File: config.mk
export PLATFORM = sky130hd
export DESIGN_NAME = pixel_addr_gen
export DESIGN_NICKNAME = d
export VERILOG_FILES = /design/src/rtl/pixel_addr_pkg.sv /design/src/rtl/pixel_addr_gen_xy_counter.sv /design/src/rtl/pixel_addr_gen.sv
export SDC_FILE = /design/constraint.sdc
export NUM_CORES = 1
export LEC_CHECK = 0
export CORE_ASPECT_RATIO = 1.25
export CORE_UTILIZATION = 25
export CTS_BUF_LIST = sky130_fd_sc_hd__clkbuf_8
export DETAILED_ROUTE_END_ITERATION = 7
export DONT_BUFFER_PORTS = 1
export PLACE_DENSITY = 0.47
export SLEW_MARGIN = 5
export SYNTH_ARGS = -nofsm -noshare
export SYNTH_HDL_FRONTEND = slang
export SYNTH_SLANG_ARGS = --single-unit
export TNS_END_PERCENT = 10
File: constraint.sdc
create_clock -name clk -period 7.49 [get_ports clk]
set_input_delay 1.498 -clock clk [delete_from_list [all_inputs] [get_ports clk]]
set_output_delay 1.498 -clock clk [all_outputs]
set_load 0.01 [all_outputs]
File: src/rtl/pixel_addr_pkg.sv
// Shared types and default sizes for the pixel address generator.
package pixel_addr_pkg;

    localparam int DEF_COORD_W   = 10;
    localparam int DEF_ADDR_W    = 32;
    localparam int DEF_PIXELBITS = 4;

    typedef enum logic [1:0] {
        ST_IDLE = 2'd0,
        ST_RUN  = 2'd1,
        ST_DONE = 2'd2
    } state_t;

endpackage

File: src/rtl/pixel_addr_gen_xy_counter.sv
// x/y raster counter: x runs fastest, wraps at width-1 and bumps y.
// o_last flags the final pixel of the frame.
module xy_counter
    import pixel_addr_pkg::*;
#(
    parameter int COORD_W = DEF_COORD_W
) (
    input  logic               clk,
    input  logic               rst,
    input  logic               i_clear,
    input  logic               i_adv,
    input  logic [COORD_W-1:0] i_width,
    input  logic [COORD_W-1:0] i_height,
    output logic [COORD_W-1:0] o_x,
    output logic [COORD_W-1:0] o_y,
    output logic               o_x_last,
    output logic               o_last
);

    logic [COORD_W-1:0] r_x;
    logic [COORD_W-1:0] r_y;

    assign o_x      = r_x;
    assign o_y      = r_y;
    assign o_x_last = (r_x == i_width - COORD_W'(1));
    assign o_last   = o_x_last && (r_y == i_height - COORD_W'(1));

    // Step the coordinate pair on each accepted beat; clear on reset or new frame.
    always_ff @(posedge clk) begin
        if (rst || i_clear) begin
            r_x <= '0;
            r_y <= '0;
        end else if (i_adv) begin
            if (o_x_last) begin
                r_x <= '0;
                r_y <= o_last ? '0 : r_y + COORD_W'(1);
            end else begin
                r_x <= r_x + COORD_W'(1);
            end
        end
    end

endmodule

File: src/rtl/pixel_addr_gen.sv
// Raster-scan pixel address generator. Emits (x, y, byte address) beats over
// a valid/ready handshake; the address is built with additions only.
module pixel_addr_gen
    import pixel_addr_pkg::*;
#(
    parameter int COORD_W   = DEF_COORD_W,
    parameter int ADDR_W    = DEF_ADDR_W,
    parameter int PIXELBITS = DEF_PIXELBITS
) (
    input  logic                 clk,
    input  logic                 rst,
    input  logic                 start,
    input  logic                 abort,
    input  logic [ADDR_W-1:0]    base_addr,
    input  logic [ADDR_W-1:0]    stride,
    input  logic [COORD_W-1:0]   width,
    input  logic [COORD_W-1:0]   height,
    input  logic [PIXELBITS-1:0] pixel_size,
    output logic                 out_valid,
    input  logic                 out_ready,
    output logic [COORD_W-1:0]   out_x,
    output logic [COORD_W-1:0]   out_y,
    output logic [ADDR_W-1:0]    out_addr,
    output logic                 busy,
    output logic                 done
);

    state_t              r_state;
    logic                r_valid;
    logic                r_done;
    logic [ADDR_W-1:0]   r_row_base;
    logic [ADDR_W-1:0]   r_addr;
    logic [ADDR_W-1:0]   r_stride;
    logic [ADDR_W-1:0]   r_step;
    logic [COORD_W-1:0]  r_width;
    logic [COORD_W-1:0]  r_height;

    logic                w_load;
    logic                w_xfer;
    logic                w_adv;
    logic                w_x_last;
    logic                w_last;

    assign w_load = (r_state == ST_IDLE) && start;
    assign w_xfer = r_valid && out_ready;
    assign w_adv  = (r_state == ST_RUN) && w_xfer && !abort;

    xy_counter #(
        .COORD_W (COORD_W)
    ) u_xy (
        .clk      (clk),
        .rst      (rst),
        .i_clear  (w_load),
        .i_adv    (w_adv),
        .i_width  (r_width),
        .i_height (r_height),
        .o_x      (out_x),
        .o_y      (out_y),
        .o_x_last (w_x_last),
        .o_last   (w_last)
    );

    assign out_valid = r_valid;
    assign out_addr  = r_addr;
    assign done      = r_done;
    assign busy      = (r_state != ST_IDLE);

    // Scan control FSM plus the incremental row/pixel address accumulator.
    always_ff @(posedge clk) begin
        if (rst) begin
            r_state    <= ST_IDLE;
            r_valid    <= 1'b0;
            r_done     <= 1'b0;
            r_row_base <= '0;
            r_addr     <= '0;
            r_stride   <= '0;
            r_step     <= '0;
            r_width    <= '0;
            r_height   <= '0;
        end else begin
            case (r_state)
                ST_IDLE: begin
                    r_done <= 1'b0;
                    if (start) begin
                        r_stride   <= stride;
                        r_step     <= ADDR_W'(pixel_size >> 3);
                        r_width    <= width;
                        r_height   <= height;
                        r_row_base <= base_addr;
                        r_addr     <= base_addr;
                        if (width != '0 && height != '0) begin
                            r_state <= ST_RUN;
                            r_valid <= 1'b1;
                        end else begin
                            // Empty frame: straight to the completion pulse.
                            r_state <= ST_DONE;
                            r_done  <= 1'b1;
                        end
                    end
                end
                ST_RUN: begin
                    if (abort) begin
                        r_state <= ST_IDLE;
                        r_valid <= 1'b0;
                    end else if (w_xfer) begin
                        if (w_last) begin
                            r_state <= ST_DONE;
                            r_valid <= 1'b0;
                            r_done  <= 1'b1;
                        end else if (w_x_last) begin
                            r_row_base <= r_row_base + r_stride;
                            r_addr     <= r_row_base + r_stride;
                        end else begin
                            r_addr <= r_addr + r_step;
                        end
                    end
                end
                default: begin
                    // DONE (or abort in DONE): one-cycle pulse, back to idle.
                    r_state <= ST_IDLE;
                    r_valid <= 1'b0;
                    r_done  <= 1'b0;
                end
            endcase
        end
    end

endmodule

==> impl_results.md <==
- Post-route clock period utilization: 50.59%
- Routed wire per std cell: 19.34 microns
- Ranking of synthesized cells by area: dfxtp_1 (31%), nand2_1 (10%), a21oi_1 (6.8%), ha_1 (5.1%), nor2_1 (3.7%)
- Routed WL: 32.00 mm
- FFs w/ async S/R, synth: 0%
- CP peak stage delay: 0.54 ns
- Residual DRC: 0
- Synth Net Count: 1340
- Synth warnings: 0
- Yosys cell types: 80
- Routing usage on met3: 4.549%
- Gr ovfl total: 0
- Vias: 8700
- TritonCTS Buffers: 17
- Hold buffers post-CTS: 0
- Pleak: 3.672 nW
- Post-synth EDFFs: 0
- R2R setup slack: 3.70 ns
- Buffers on Ports: 0
- Seq/Total Area, Yosys: 31.08%
- PwrDens: 193.8 nW/um^2
- Die Y: 215.1 microns
- Final GP Congestion: 0.8683
- Met2 usage: 30.17%
- PnR worst setup slack: 3.701 ns
- Die width: 172.5 microns
- Most frequent cell after synthesis: nand2_1
- Status: finished, final reports clean
- Worst-path fanout max: 58
- # nets final: 1298
- Slew HR: 49.26%
- Post-synth top cells: nand2_1 (241), dfxtp_1 (141), a21oi_1 (124)
- Post-cts sizing count: 0
- Placed cell areas: 9458 sq um
- Gr usage total: 17.18%
- Area Overhead vs Synth: 9.038%
- Critical path endpoint category: register
- # H-tree levels: 4
- Post-DP HPWL: 23.63 mm
- CTS tree: built
- Initial antenna violation count: 1
- Final-report hold violation count: 0
- Fin. max-slew vios: 0
- Rows: 77
- Syn_area_per_cell: 7.511 sq um
- RSZ-0062 raised after global routing: no
- MaxCap Viol Count: 0
- Worst-Margin Slew: 0.7611 ns
- Gr busiest metal: met2
- GRT met1 Usage: 19.80%
- Worst VDD drop: 0.1109 mV
- Yosys top cell by area: dfxtp_1
- Setup crit start: r_width[0]
- Hold Path Class: register to register
- Setup violators final: 0
- Delay-heaviest family, CP: simple AND/OR/NAND/NOR gates
- Worst Min Path Start: r_stride[28]
- Clock sinks: 141
- Vias in the first global route: 8270
- Crit start category: register
- Yosys top cell area share: 31.08%
- First-pass GRT wire length: 47.98 mm
- Setup_tns: 0 ns
- Post-synthesis cell count: 1209
- Initial Util: 25.54%
- CP Depth: 11
- Slowest CP cell: nand3_1
- Setup Skew: 0.01318 ns
- Top_reg_cell synth: dfxtp_1
- Fraction of layout cells with a size suffix above 1: 5.508%
- Clk pin slew, worst setup/hold paths: 0.08 ns
- Core area: 35550 sq um
- CP arrival: 4.16 ns
- CTS max path bufs: 2
- Die ar.: 37100 sq um
- Worst slack, placed: 3.721 ns
- Setup CP Type: register to register
- Worst Path Required: 7.86 ns
- Fmax achieved: 263.9 MHz
- Vias per std cell: 5.260
- I/O pins: 148
- Clock Root Buffer: clkbuf_8
- Synthesized area: 9081 sq um
- Largest net degree at the start of global routing: 94
- Cells on Worst Hold Path: 2
- Post-DRT Antenna Nets: 0
- Crit path time final: 3.789 ns
- Worst-Skew Late Latency: 0.47 ns
- Buf/Inv on CP: 2
- Seq cells post-synth: 141
- Ant diodes: 0
- Setup Buffers After CTS: 0
- Critical path, cell by cell: inv_1 > ha_1 > nor2b_1 > or3_1 > a31o_1 > nor4_4 > nand3_1 > o21ai_4 > buf_4 > nor2_1 > a311oi_1
- Drt first pass iters: 5
- R2r worst-path depth: 11
- Drt initial violations: 541
- Final Cell Area: 9902 sq um
- RR Startpoint: r_width[0]
## layer usage
layer / vias to the layer above / share of wire, %
li1: 4282 / -
met4: 2 / 2.4
met1: 4142 / 41
met2: 240 / 50
met3: 34 / 6.2
met5: - / 0.025
## final timing paths
kind | end
setup / recovery | r_row_base[28]
hold / removal | r_stride[28]
setup reg to reg | r_row_base[28]
hold reg to reg | r_stride[28]
## logic make-up after synthesis
logic type	synth area share, %
compound gates	25.49
xor+xnor	6.848
fa+ha+maj	5.318
buf+inv	4.395
flops	31.08
mux	1.281
simple gates	25.59
## worst min-delay path, cell delays in order (launching register included)
cell	delay [ns]
dfxtp_1	0.32
nand2_1	0.05
a21oi_1	0.05
## flip-flops by register name, summed over array words and instances (netlist names)
| signal | count |
|---|---|
| out_valid | 1 |
| u_xy.o_x | 10 |
| r_step | 1 |
| out_addr | 32 |
| r_height | 10 |
| r_width | 10 |
| r_row_base | 32 |
| r_state | 2 |
| u_xy.o_y | 10 |
| r_stride | 32 |
| done | 1 |
## metrics by stage
| step | util, % | std cells | hold WS, ns | total power, mW |
|---|---|---|---|---|
| final | 27.85 | 1654 | 0.4572 | 1.919 |
| after global routing | 27.85 | 1654 | 0.4808 | 2.024 |
| after CTS | 27.85 | 1654 | 0.4597 | 1.945 |
| after detailed placement | 26.60 | 1622 | 0.4491 | 1.236 |
| after global placement | 26.60 | 1622 | 0.4478 | 1.232 |
| after floorplan | - | 1209 | 0.4400 | 1.141 |
## power breakdown
| part | leakage (nW) | total (mW) | internal (mW) | switching, mW |
|---|---|---|---|---|
| Sequential | 1.16 | 0.858 | 0.796 | 0.0617 |
| Combinational | 2.28 | 0.358 | 0.135 | 0.223 |
| Clock | 0.235 | 0.703 | 0.387 | 0.316 |
| Total | 3.67 | 1.92 | 1.32 | 0.601 |
## layout make-up
cell class	count	area, sq um
fill	3944	25650
multi-input combinational	975	5881
sequential	141	2823
tap	474	593.1
clock buffer	20	275.3
clock inverter	12	168.9
timing repair buffer	11	82.58
inverter	21	78.83
## layout by cell type, fill, tap and decap left out, drive strengths merged, types with 12 or more instances in the layout
cell	count
inv	23
a21o	18
a21oi	124
nand4	18
and3	13
dfxtp	141
xnor2	38
o211ai	14
clkbuf	20
nand2	241
nor2	90
nor4	12
xor2	33
nor3	23
nand3	44
a31oi	28
o21ai	60
ha	37
a211oi	18
No activity file was read; power rests on OpenSTA's default activity.
